`config.mk`:
```
export PLATFORM = sky130hd
export DESIGN_NAME = move_cmd_queue
export DESIGN_NICKNAME = d
export VERILOG_FILES = /design/src/rtl/move_cmd_pkg.sv /design/src/rtl/cmd_fifo.sv /design/src/rtl/move_cmd_queue.sv
export SDC_FILE = /design/constraint.sdc
export NUM_CORES = 1
export LEC_CHECK = 0
export CAP_MARGIN = 20
export CORE_AREA = 4 4 211 213
export CTS_CLUSTER_SIZE = 12
export DETAILED_ROUTE_END_ITERATION = 16
export DIE_AREA = 0 0 215 217
export GPL_TIMING_DRIVEN = 0
export PLACE_DENSITY_LB_ADDON = 0.12
export SETUP_SLACK_MARGIN = 0.3
export SKIP_CTS_REPAIR_TIMING = 1
export SLEW_MARGIN = 10
export SYNTH_ARGS = -nofsm -noshare
export SYNTH_HDL_FRONTEND = slang
export SYNTH_SLANG_ARGS = --single-unit
```
`constraint.sdc`:
```
create_clock -name clk -period 3 [get_ports clk]
set_clock_uncertainty 0.2 [all_clocks]
set_input_delay 0.3 -clock clk [delete_from_list [all_inputs] [get_ports clk]]
set_output_delay 0.3 -clock clk [all_outputs]
set_load 0.1 [all_outputs]
```
`src/rtl/move_cmd_pkg.sv`:
```
// Shared constants for the move command queue: command codes, PS/2 scan codes
// and the hold-to-repeat state encoding.
package move_cmd_pkg;

    localparam logic [2:0] CMD_UP      = 3'd0;
    localparam logic [2:0] CMD_DOWN    = 3'd1;
    localparam logic [2:0] CMD_LEFT    = 3'd2;
    localparam logic [2:0] CMD_RIGHT   = 3'd3;
    localparam logic [2:0] CMD_SPECIAL = 3'd4;

    localparam logic [8:0] SC_UP      = 9'h075;
    localparam logic [8:0] SC_DOWN    = 9'h072;
    localparam logic [8:0] SC_LEFT    = 9'h06B;
    localparam logic [8:0] SC_RIGHT   = 9'h074;
    localparam logic [8:0] SC_SPECIAL = 9'h069;

    typedef enum logic [1:0] {
        RPT_IDLE   = 2'd0,
        RPT_DELAY  = 2'd1,
        RPT_PERIOD = 2'd2
    } rpt_state_t;

endpackage

```
`src/rtl/cmd_fifo.sv`:
```
// Small synchronous FIFO of 3-bit command codes with occupancy count and
// simultaneous push/pop (push into a full FIFO is accepted when a pop frees a slot).
module cmd_fifo #(
    parameter int FIFO_DEPTH = 4
) (
    input  logic                          clk,
    input  logic                          rst,
    input  logic                          push,
    input  logic [2:0]                    push_data,
    input  logic                          pop,
    output logic [2:0]                    head,
    output logic [$clog2(FIFO_DEPTH):0]   level,
    output logic                          empty,
    output logic                          full
);
    localparam int AW = $clog2(FIFO_DEPTH);
    localparam logic [AW:0] FULL_CNT = FIFO_DEPTH[AW:0];

    logic [2:0]    mem [FIFO_DEPTH];
    logic [AW-1:0] wr_ptr;
    logic [AW-1:0] rd_ptr;
    logic [AW:0]   count;
    logic          push_acc;
    logic          pop_acc;

    assign empty    = (count == '0);
    assign full     = (count == FULL_CNT);
    assign pop_acc  = pop && !empty;
    assign push_acc = push && (!full || pop_acc);
    assign head     = mem[rd_ptr];
    assign level    = count;

    // Storage is cleared too so the head slot never shows X after reset.
    always_ff @(posedge clk or posedge rst) begin
        if (rst) begin
            for (int i = 0; i < FIFO_DEPTH; i++) mem[i] <= 3'd0;
            wr_ptr <= '0;
            rd_ptr <= '0;
            count  <= '0;
        end else begin
            if (push_acc) begin
                mem[wr_ptr] <= push_data;
                wr_ptr      <= wr_ptr + 1'b1;
            end
            if (pop_acc) rd_ptr <= rd_ptr + 1'b1;
            case ({push_acc, pop_acc})
                2'b10:   count <= count + 1'b1;
                2'b01:   count <= count - 1'b1;
                default: count <= count;
            endcase
        end
    end

endmodule

```
`src/rtl/move_cmd_queue.sv`:
```
// Converts key/button levels into discrete move commands with hold-to-repeat,
// queued in a small FIFO and handed out over valid/ready.
module move_cmd_queue
    import move_cmd_pkg::*;
#(
    parameter int REPEAT_DELAY  = 50_000_000,
    parameter int REPEAT_PERIOD = 15_000_000,
    parameter int FIFO_DEPTH    = 4
) (
    input  logic                          clk,
    input  logic                          rst,
    input  logic                          key_valid,
    input  logic [8:0]                    last_change,
    input  logic [511:0]                  key_down,
    input  logic                          btn_up,
    input  logic                          btn_down,
    input  logic                          btn_left,
    input  logic                          btn_right,
    output logic                          cmd_valid,
    output logic [2:0]                    cmd_code,
    input  logic                          cmd_ready,
    output logic [$clog2(FIFO_DEPTH):0]   fifo_level,
    output logic [7:0]                    drop_cnt
);
    localparam int TMAX = (REPEAT_DELAY > REPEAT_PERIOD) ? REPEAT_DELAY : REPEAT_PERIOD;
    localparam int TW   = (TMAX > 1) ? $clog2(TMAX) : 1;
    localparam logic [TW-1:0] DELAY_LAST  = TW'(REPEAT_DELAY - 1);
    localparam logic [TW-1:0] PERIOD_LAST = TW'(REPEAT_PERIOD - 1);

    function automatic logic [7:0] sat_inc8(input logic [7:0] v);
        return (v == 8'hFF) ? v : v + 8'd1;
    endfunction

    logic [3:0]  btn_sync_p0, btn_sync_p1;
    logic [3:0]  dir_act, dir_act_q, dir_edge;
    logic        special, edge_any;
    logic [1:0]  edge_dir;
    logic        pend_vld;
    logic [1:0]  pend_dir;
    rpt_state_t  state;
    logic [TW-1:0] timer;
    logic [1:0]  held_dir;
    logic        rpt_fire;
    logic        push_req, push_counted, dir_win, pend_load, drop, pop;
    logic [2:0]  push_code;
    logic [1:0]  win_dir;
    logic        fifo_empty, fifo_full;
    logic        unused_keys;

    assign unused_keys = ^key_down;

    // Stage p0/p1: two-flop synchronizer for the asynchronous buttons.
    always_ff @(posedge clk or posedge rst) begin
        if (rst) begin
            btn_sync_p0 <= '0;
            btn_sync_p1 <= '0;
            dir_act_q   <= '0;
        end else begin
            btn_sync_p0 <= {btn_right, btn_left, btn_down, btn_up};
            btn_sync_p1 <= btn_sync_p0;
            dir_act_q   <= dir_act;
        end
    end

    always_comb begin
        dir_act[0] = key_down[SC_UP]    | btn_sync_p1[0];
        dir_act[1] = key_down[SC_DOWN]  | btn_sync_p1[1];
        dir_act[2] = key_down[SC_LEFT]  | btn_sync_p1[2];
        dir_act[3] = key_down[SC_RIGHT] | btn_sync_p1[3];
        dir_edge   = dir_act & ~dir_act_q;
        edge_any   = |dir_edge;
        if      (dir_edge[0]) edge_dir = CMD_UP[1:0];
        else if (dir_edge[1]) edge_dir = CMD_DOWN[1:0];
        else if (dir_edge[2]) edge_dir = CMD_LEFT[1:0];
        else                  edge_dir = CMD_RIGHT[1:0];
    end

    assign special = key_valid && (last_change == SC_SPECIAL) && key_down[SC_SPECIAL];
    assign rpt_fire = dir_act[held_dir] &&
                      (((state == RPT_DELAY)  && (timer == DELAY_LAST)) ||
                       ((state == RPT_PERIOD) && (timer == PERIOD_LAST)));

    // Single push per cycle: special > pending > edges > repeat (only into an empty FIFO).
    always_comb begin
        push_req     = 1'b0;
        push_code    = 3'd0;
        push_counted = 1'b0;
        dir_win      = 1'b0;
        win_dir      = 2'd0;
        pend_load    = 1'b0;
        if (special) begin
            push_req     = 1'b1;
            push_code    = CMD_SPECIAL;
            push_counted = 1'b1;
            pend_load    = edge_any && !pend_vld;
        end else if (pend_vld) begin
            push_req     = 1'b1;
            push_code    = {1'b0, pend_dir};
            push_counted = 1'b1;
            dir_win      = 1'b1;
            win_dir      = pend_dir;
        end else if (edge_any) begin
            push_req     = 1'b1;
            push_code    = {1'b0, edge_dir};
            push_counted = 1'b1;
            dir_win      = 1'b1;
            win_dir      = edge_dir;
        end else if (rpt_fire && fifo_empty) begin
            push_req     = 1'b1;
            push_code    = {1'b0, held_dir};
        end
    end

    assign cmd_valid = !fifo_empty;
    assign pop       = cmd_valid && cmd_ready;
    assign drop      = push_req && push_counted && fifo_full && !pop;

    always_ff @(posedge clk or posedge rst) begin
        if (rst) begin
            pend_vld <= 1'b0;
            pend_dir <= 2'd0;
            drop_cnt <= 8'd0;
            state    <= RPT_IDLE;
            timer    <= '0;
            held_dir <= 2'd0;
        end else begin
            if (pend_load) begin
                pend_vld <= 1'b1;
                pend_dir <= edge_dir;
            end else if (!special) begin
                pend_vld <= 1'b0;
            end
            if (drop) drop_cnt <= sat_inc8(drop_cnt);
            if (dir_win) begin
                held_dir <= win_dir;
                timer    <= '0;
                state    <= RPT_DELAY;
            end else if (state != RPT_IDLE) begin
                if (!dir_act[held_dir]) begin
                    state <= RPT_IDLE;
                end else if (rpt_fire) begin
                    timer <= '0;
                    state <= RPT_PERIOD;
                end else begin
                    timer <= timer + 1'b1;
                end
            end
        end
    end

    cmd_fifo #(.FIFO_DEPTH(FIFO_DEPTH)) u_fifo (
        .clk       (clk),
        .rst       (rst),
        .push      (push_req),
        .push_data (push_code),
        .pop       (pop),
        .head      (cmd_code),
        .level     (fifo_level),
        .empty     (fifo_empty),
        .full      (fifo_full)
    );

endmodule

```
==> Implementation_results.wiki <==
{| class="wikitable"
! Metric !! Value
|-
| Status || finished clean
|-
| Antenna violations before repair || 0
|-
| Vias per cell || 2.89
|-
| CTS HTree Levels || 3
|-
| Data required time at the worst endpoint || slightly above 3000 ps
|-
| Net count of the mapped netlist || ~870
|-
| First-pass GRT wire length || roughly 17000 um
|-
| Global placement routability congestion || slightly below 0.7
|-
| Most frequent cells in the layout || 66 x dfrtp_1, 38 x nor2_1, 31 x clkdlybuf4s50_1
|-
| Yosys warnings || 0
|-
| Count of vias placed by the detailed router || ~2.7k
|-
| Final setup violation count || 0
|-
| Dominant combinational cell family by area after synthesis || simple AND/OR/NAND/NOR gates
|-
| Reg-to-reg setup timing slack || 200 ps
|-
| Fraction of synthesized area in multiplexers || under 10%
|-
| Register bit count reported by yosys || 72
|-
| Share of synthesized cell area in full adder, half adder and majority cells || 3.02%
|-
| Met1 track utilization from global routing || between 6 and 7%
|-
| Effective utilization at floorplan || between 8 and 9%
|-
| Critical Path AT || between 2000 and 3000 ps
|-
| Global-route usage over all layers || under 10%
|-
| Worst-Margin Slew || approximately 990 ps
|-
| I/O pin total || roughly 540
|-
| Simple logic cell fraction of the synthesized area || about 18%
|-
| Clock period minus worst slack || ~2800 ps
|-
| Leakage Power || approximately 2.0 nW
|-
| Largest net degree at the start of global routing || 55
|-
| CTS Buf Count || 9
|-
| Most common cell after layout, fill and taps aside || dfrtp_1
|-
| Half-perimeter wire length after detailed placement || 7860 um
|-
| Area of the placeable core || between 0.04 and 0.05 mm2
|-
| CTS sink cnt || 72
|-
| Peak supply drop || between 200 and 300 uV
|-
| CP cell instances || clkdlybuf4s50_1 > and4b_1 > and4_1 > buf_6 > o41a_1 > a21oi_4 > ha_4 > inv_2 > fa_2 > xor2_1 > nor2_1 > xor2_1
|-
| Vias in the first global route || approximately 2.9k
|-
| Number of flops mapped to enable cells by yosys || 0
|-
| Maximum clock path buffer count || 2
|-
| Cell with the largest stage delay on the worst path || clkdlybuf4s50_1
|-
| Tightest Hold Check Type || input port to async pin
|-
| Total routed wirelength || ~11000 um
|-
| WL/cell || about 11 um
|-
| Count of pins over their slew limit || 0
|-
| R2R depth || 10
|-
| Width of the die || 215 um
|-
| Max capacitance violation total || 0
|-
| Clock latency on the worst-skew pair || about 340 ps
|-
| Antenna cell count || 0
|-
| Critical path launch point type || input port
|-
| Final net count || a little over 900
|-
| Global Route met3 Usage || less than 1%
|-
| Origin of the worst setup path || last_change[7]
|-
| Clock slew at reported path FFs || 60 ps
|-
| GR Util met2 || slightly below 7%
|-
| Min setup slack post-route || 158 ps
|-
| TritonCTS clock tree || done
|-
| Port bufs || 36
|-
| GRT overflow || 0
|-
| Final Instance Area || 0.00521 mm2
|-
| Asr flop ratio synth || between 90% and 100%
|-
| Area of placed instances || about 0.0047 mm2
|-
| Primary flip-flop cell chosen by synthesis mapping || dfrtp_1
|-
| Most congested layer reported by global routing || met2
|-
| First-pass DRT Iterations || 4
|-
| Clock Tree Root || clkbuf_16
|-
| Maximum frequency from static timing analysis || about 350 MHz
|-
| Post-synthesis average cell area || 10.8 um2
|-
| Max incr delay on CP || ~450 ps
|-
| Height of the die || approximately 220 um
|-
| Antenna viol nets, final || 0
|-
| Fraction of the cycle the final worst path needs || a little over nine tenths
|-
| Sequential fraction of the synthesis area || roughly half
|-
| Share of post-route cells with drive strength above 1 || about 20%
|-
| Final number of hold-violating endpoints || 0
|-
| Core Rows || 76
|-
| Most frequent cell on the critical path || xor2_1
|-
| Power per unit of standard cell area || between 700 and 800 mW/mm2
|-
| Starting DRC count in detailed routing || around 160
|-
| FF-to-FF End || u_fifo.level[2]
|-
| Crit path capture type || flop
|-
| XOR/XNOR Fraction of Synth Area || under 10%
|-
| Share of the synthesized area in compound gates (AO/OA/AOI/OAI) || 11.9%
|-
| Pre-CTS setup slack || -616 ps
|-
| Unrepaired setup endpoints after global routing || true
|-
| Die footprint || between 0.04 and 0.05 mm2
|-
| Placed cell count || roughly 910
|-
| Cells after synthesis || 330
|-
| Library cells used by synthesis || 57
|-
| Number of standard cells in the final layout excluding fillers || 937
|-
| Source of the worst register-to-register timing path || btn_sync_p1[0]
|-
| Start-to-end type of the worst setup path || input port to flop
|-
| Worst max-slew margin expressed relative to the limit || about a third
|-
| Area Overhead vs Synth || 46.2%
|-
| DRC Markers || 0
|-
| Cell Area, Synth || roughly 0.0036 mm2
|-
| Crit Path Max Fanout || 10
|}
==> synth_stat cells, types with 2 or more instances <==
master | number | share of area (%)
nand4_1 | 14 | 2.5
a32oi_1 | 4 | 0.98
o21ai_0 | 6 | 0.84
o21ba_2 | 2 | 0.56
a2111oi_1 | 2 | 0.56
mux4_2 | 4 | 2.5
xnor2_1 | 19 | 4.7
and4_1 | 4 | 0.98
nor4bb_1 | 2 | 0.56
nor2_1 | 40 | 4.2
nor4b_1 | 2 | 0.49
clkbuf_1 | 5 | 0.53
a211oi_1 | 4 | 0.84
a22o_1 | 2 | 0.49
ha_1 | 7 | 2.5
nor3_1 | 6 | 0.84
o2111ai_1 | 2 | 0.49
o31ai_1 | 2 | 0.42
a21oi_1 | 12 | 1.7
nand2_1 | 17 | 1.8
or3b_1 | 3 | 0.74
a2111oi_2 | 2 | 0.84
a22oi_1 | 4 | 0.84
mux2_2 | 6 | 1.9
nand2b_1 | 5 | 0.88
xor2_1 | 15 | 3.7
inv_1 | 22 | 2.3
o41ai_1 | 2 | 0.49
a21oi_2 | 2 | 0.49
or3_1 | 3 | 0.53
and3_1 | 5 | 0.88
nand3_1 | 7 | 0.98
nor3b_1 | 2 | 0.42
dfrtp_1 | 72 | 51
a21o_1 | 2 | 0.42
==> how the worst max path moves through the flow <==
| stage | to | cells past startpoint |
|---|---|---|
| after floorplan | u_fifo.level[2] | 9 |
| after global placement | u_fifo.level[0] | 2 |
| after detailed placement | u_fifo.level[2] | 12 |
| after CTS | u_fifo.level[2] | 12 |
| after global routing | u_fifo.level[2] | 12 |
| final | u_fifo.level[2] | 12 |
==> critical path, delay by kind of cell <==
kind / cells / cell delay (ps)
buffers and inverters: 3 / 630
XOR/XNOR: 2 / 310
adder cells (fa/ha/maj): 2 / 510
AO/OA/AOI/OAI: 2 / 650
AND/OR/NAND/NOR: 3 / 500
==> routing by layer <==
metal / share of wire [%] / up-vias
li1: - / 1293
met1: 51 / 1360
met2: 44 / 46
met3: 2.6 / 12
met4: 2.5 / 0
met5: 0 / -
==> through the flow <==
| step | TNS [ps] | util, % | total power [mW] | hold slack, ps |
|---|---|---|---|---|
| floorplan | 0 | - | 2.26 | 131 |
| global placement | -80120 | 10.8 | 2.65 | 136 |
| detailed placement | -10910 | 10.9 | 2.65 | 137 |
| CTS | -1610 | 11.7 | 3.93 | 65.3 |
| global route | 0 | 12.2 | 4.12 | 96.4 |
| finish | 0 | 12.2 | 3.90 | 70.5 |
==> cell families (layout without fill, tap and decap cells) <==
family / count (synthesis) / after routing
AOI/OAI and AO/OA: 55 / 55
xor gates and xnor gates: 34 / 34
adders and majority gates: 8 / 8
buffers and inverters: 30 / 91
DFF: 72 / 72
muxes: 11 / 11
and+or+nand+nor: 120 / 120
==> area by class of cell <==
class	count	area [um2]
fill	4815	37500
clock buffer	12	267
clock inverter	4	75.1
sequential	72	1810
timing repair buffer	45	445
inverter	22	85.1
multi-input combinational	228	1790
tap	546	683
buffer	8	50.0
==> registers in the layout (all words and copies together) (netlist names) <==
register	flops
pend_dir	2
dir_act_q	4
u_fifo.rd_ptr	2
u_fifo.mem	12
btn_sync_p1	4
state	2
pend_vld	1
held_dir	2
u_fifo.wr_ptr	2
u_fifo.level	3
btn_sync_p0	4
timer	26
drop_cnt	8
==> power breakdown <==
group	internal (mW)	switching (mW)	leakage [nW]
Combinational	0.439	0.962	0.898
Sequential	1.12	0.141	0.912
Clock	0.797	0.437	0.161
Total	2.36	1.54	1.97
Power figures use the tool's default switching activity.
